`config.mk`:
```
export PLATFORM = sky130hd
export DESIGN_NAME = regfile_read_arbiter
export DESIGN_NICKNAME = d
export VERILOG_FILES = /design/src/rtl/regfile_read_arbiter.sv
export SDC_FILE = /design/constraint.sdc
export NUM_CORES = 1
export LEC_CHECK = 0
export BUFFER_PORTS_ARGS = -buffer_cell sky130_fd_sc_hd__buf_2
export CAP_MARGIN = 40
export CORE_MARGIN = 2
export CORE_UTILIZATION = 48
export DETAILED_ROUTE_END_ITERATION = 10
export GPL_ROUTABILITY_DRIVEN = 0
export HOLD_SLACK_MARGIN = 0.02
export PLACE_DENSITY = 0.84
export SYNTH_ARGS = -nofsm -noshare
export SYNTH_HDL_FRONTEND = slang
export SYNTH_SLANG_ARGS = --single-unit
```
`constraint.sdc`:
```
create_clock -name clk -period 3.2 [get_ports clk]
set_input_delay 0.32 -clock clk [delete_from_list [all_inputs] [get_ports clk]]
set_output_delay 0.32 -clock clk [all_outputs]
set_load 0.03 [all_outputs]
```
`src/rtl/regfile_read_arbiter.sv`:
```
// Round-robin arbiter granting four requesters access to one shared
// register-file read mux, with a registered valid/ready response.
module regfile_read_arbiter (
    input  logic        clk,
    input  logic        reset,
    input  logic [3:0]  req,
    input  logic [19:0] req_addr,
    output logic [3:0]  grant,
    output logic [4:0]  mux_address,
    input  logic [31:0] mux_data,
    output logic        rsp_valid,
    input  logic        rsp_ready,
    output logic [1:0]  rsp_id,
    output logic [31:0] rsp_data,
    output logic        busy
);

    typedef enum logic [1:0] {
        IDLE   = 2'd0,
        SELECT = 2'd1,
        RESP   = 2'd2
    } state_e;

    state_e            state_q, state_d;
    logic [1:0]        ptr_q;
    logic [1:0]        win_q;
    logic [4:0]        addr_q;
    logic [31:0]       data_q;
    logic [1:0]        id_q;
    logic              arb_en;
    logic [1:0]        pick;
    logic [1:0]        cand;
    logic [3:0][4:0]   addrs;

    assign addrs = req_addr;

    // Descending scan so the requester nearest ptr is written last and wins.
    always_comb begin
        pick = ptr_q;
        cand = '0;
        for (int k = 3; k >= 0; k--) begin
            cand = ptr_q + 2'(k);
            if (req[cand]) pick = cand;
        end
    end

    always_ff @(posedge clk or posedge reset) begin
        if (reset) state_q <= IDLE;
        else       state_q <= state_d;
    end

    always_comb begin
        state_d = state_q;
        arb_en  = 1'b0;
        unique case (state_q)
            IDLE: begin
                if (|req) begin
                    arb_en  = 1'b1;
                    state_d = SELECT;
                end
            end
            SELECT: state_d = RESP;
            RESP: begin
                if (rsp_ready) begin
                    if (|req) begin
                        arb_en  = 1'b1;
                        state_d = SELECT;
                    end else begin
                        state_d = IDLE;
                    end
                end
            end
            default: state_d = IDLE;
        endcase
    end

    always_comb begin
        grant     = '0;
        rsp_valid = (state_q == RESP);
        busy      = (state_q != IDLE);
        if (state_q == SELECT) grant[win_q] = 1'b1;
    end

    always_ff @(posedge clk or posedge reset) begin
        if (reset) begin
            ptr_q  <= '0;
            win_q  <= '0;
            addr_q <= '0;
            data_q <= '0;
            id_q   <= '0;
        end else begin
            if (arb_en) begin
                win_q  <= pick;
                addr_q <= addrs[pick];
            end
            if (state_q == SELECT) begin
                data_q <= mux_data;
                id_q   <= win_q;
                ptr_q  <= win_q + 2'd1;
            end
        end
    end

    assign mux_address = addr_q;
    assign rsp_data    = data_q;
    assign rsp_id      = id_q;

endmodule

```
==> results_dict.tcl <==
set metrics [dict create \
    clock_sinks 45 \
    finalSetupViolations 0 \
    p_total_w 0.00311 \
    cp_max_fo 6 \
    cpPeakStageDelay_ns 0.50 \
    ys_ff_latch 45 \
    wl_per_cell_um 14.3 \
    first_iter_violations 73 \
    setup_tns_ns 0 \
    maxSlewHeadroom_pct 54.3 \
    status "finished clean" \
    cts_tree "yes" \
    p_leak_nw 1.36 \
    insertion_delay_ns 0.29 \
    fp-row-count 23 \
    drc 0 \
    cp_slowest_cell "mux4_2" \
    die_y_um 68.3 \
    grtUsageTotal_pct 19.2 \
    worstMarginPinSlew_ns 0.684 \
    die_w_um 68.3 \
    reg2reg_depth 5 \
    grt_remaining_overflow 0 \
    finalMaxSlewViolations 0 \
    synthCells 147 \
    avgViaCountPerCell 5.12 \
    coreArea_um2 4000 \
    grt_pass1_vias 1447 \
    drive_gt1_share_pct 61.3 \
    yosysWarnings 0 \
    synth_simple_gate_area_share_pct 6.62 \
    drv_cap 0 \
    dpl.hpwl_mm 3.39 \
    drt_pass1_iterations 4 \
    synth-compound-area-share_pct 5.99 \
    cts_buffers 5 \
    p_per_area_nw_per_um2 1160 \
    post_cts_buffers 0 \
    critPathKind "flop to flop" \
    ys_seq_area_share_pct 56.7 \
    num_vias 1551 \
    rsz0062_at_grt "no" \
    cp_data_required_time_ns 3.38 \
    antenna_cells 0 \
    hold_buffers 0 \
    max_freq_mhz 493 \
    hold_viol_final 0 \
    layout.nets 316 \
    root_buffer "clkbuf_8" \
    synth_area_um2 1990 \
    synthAdderAreaFrac_pct 2.52 \
    cts-resized-gates 0 \
    clk_pin_slew_ns 0.08 \
    io_pins 104 \
    layout_min_cycle_time_ns 2.03 \
    start_util_pct 49.6 \
    cts_max_level 2 \
    grt_pass1_wl_mm 6.51 \
    hp-class "input pin to asynchronous set/reset pin" \
    synth_top_family_by_area "multiplexers" \
    ant_nets 0 \
    portBuffers 103 \
    dieArea_um2 4670 \
    critPathArrivalTime_ns 2.21 \
    worst_setup_path_end_kind "flop" \
    syn_area_per_cell_um2 13.5 \
    clockBufferDepth 2 \
    hold_slack_ns 0.0359 \
    synthMuxAreaShare_pct 25.2 \
    syn_nets 210 \
    synthDistinctLibCells 28 \
    start_kind "flop" \
    drt_wl_total_mm 4.33 \
    synthXorXnorAreaFrac_pct 0 \
    area_growth_pct 35.0 \
    antenna_found_initial 0 \
    fin_crit_sh_pct 63.4 \
    crit_path_cell_trace "and3b_1 > a2111oi_2 > nand2b_1 > mux4_2 > mux2_4" \
    n_fill_cell 327 \
    grt_max_degree 30 \
    vdd_drop_max_mv 0.629 \
    fin_skew_ns 0.0105 \
]
[sequential cells by signal, summed over array words and instances (netlist names)]
signal,cells
rsp_data,32
mux_address,5
ptr_q,2
rsp_id,2
state_q,2
win_q,2
[synthesized netlist by cell type (all sizes together)]
cell type / n / share of area [%]
a2111oi: 1 / 0.76
a211oi: 1 / 0.38
a21o: 1 / 0.38
a21oi: 3 / 0.76
a221oi: 4 / 1.8
and2: 5 / 1.6
and3b: 1 / 0.44
buf: 3 / 1.1
clkbuf: 4 / 0.76
dfrtp: 45 / 57
ha: 4 / 2.5
inv: 6 / 1.1
mux2: 35 / 20
mux2i: 8 / 4.0
mux4: 1 / 1.1
nand2: 4 / 0.76
nand2b: 1 / 0.32
nor2: 7 / 1.3
nor2b: 4 / 1.3
nor3: 1 / 0.25
nor4: 1 / 0.32
o21ai: 4 / 1.0
o21bai: 1 / 0.38
o221a: 1 / 0.57
or2: 1 / 0.32
[per-stage QoR]
stage                     cells  util, %  setup WS [ns]  instance area (um2)
final                       303     67.0           1.17                 2680
after CTS                   303     67.0           1.15                 2680
after global placement      295     63.7           1.19                 2550
after global routing        303     67.0          0.994                 2680
after detailed placement    296     64.4           1.14                 2580
after floorplan             147        -           1.29                 1990
[critical path, delay by kind of cell (launching register included)]
kind	cells	cell delay, ns
mux	2	0.76
flops	1	0.43
simple gates	2	0.42
compound gates	1	0.31
[area by class of cell]
class | instances | area (um2) | area share [%]
clock buffers | 5 | 68.8 | 2.57
well taps | 50 | 62.6 | 2.33
inverters | 6 | 22.5 | 0.840
flip-flops and latches | 45 | 1130 | 42.0
repair buffers | 106 | 558 | 20.8
clock inverters | 2 | 35.0 | 1.31
multi-input cells | 89 | 808 | 30.1
[layout by cell type (no fill, tap or decap)]
cell type and instances:
a2111oi_2 1, nor2b_4 1, and2_2 1, a21oi_1 3, a221oi_1 4, and3b_1 1
a21o_1 1, buf_16 1, mux2_2 34, nand2b_1 1, bufinv_16 1, or2_2 1
ha_1 4, inv_1 5, mux2i_1 8, dfrtp_1 45, mux2_4 1, nor4_1 1
clkinv_2 1, nor2b_1 3, nand2_1 4, nor3_1 1, buf_4 2, buf_2 103
o21ai_0 4, clkbuf_8 5, nor2_1 7, o21bai_1 1, inv_2 1, o221a_2 1
and2_1 4, mux4_2 1, a211oi_1 1
[path summary, 6_finish.rpt]
check,start,end,slack (ns)
max,ptr_q[1]$_DFFE_PP0P_,mux_address[0]$_DFFE_PP0P_,1.17
min,reset,ptr_q[0]$_DFFE_PP0P_,0.04
max reg2reg,ptr_q[1]$_DFFE_PP0P_,mux_address[0]$_DFFE_PP0P_,1.17
min reg2reg,rsp_data[27]$_DFFE_PP0P_,rsp_data[27]$_DFFE_PP0P_,0.50
max in group asynchronous,reset,rsp_data[13]$_DFFE_PP0P_,2.68
min in group clk,mux_data[16],rsp_data[16]$_DFFE_PP0P_,0.25
[where the power goes]
part | internal [W] | switching [W]
Combinational | 0.000654 | 0.00102
Clock | 0.000227 | 0.000179
Sequential | 0.000865 | 0.000165
[metal layers]
metal / GRT usage, % / wire, um / vias to the layer above / part of all wire (%)
li1: - / - / 722 / -
met1: 24.2 / 1700 / 763 / 39
met2: 30.0 / 2280 / 59 / 53
met3: 6.25 / 280 / 7 / 6.5
met4: 8.50 / 68 / 0 / 1.6
met5: 0 / 0 / - / 0
[logic make-up (layout without fill, tap and decap cells)]
group           count (synthesis)  in the layout
simple gates                   25             25
flops                          45             45
buf+inv                        13            119
mux                            44             44
compound gates                 16             16
fa+ha+maj                       4              4
Power figures use the tool's default switching activity.
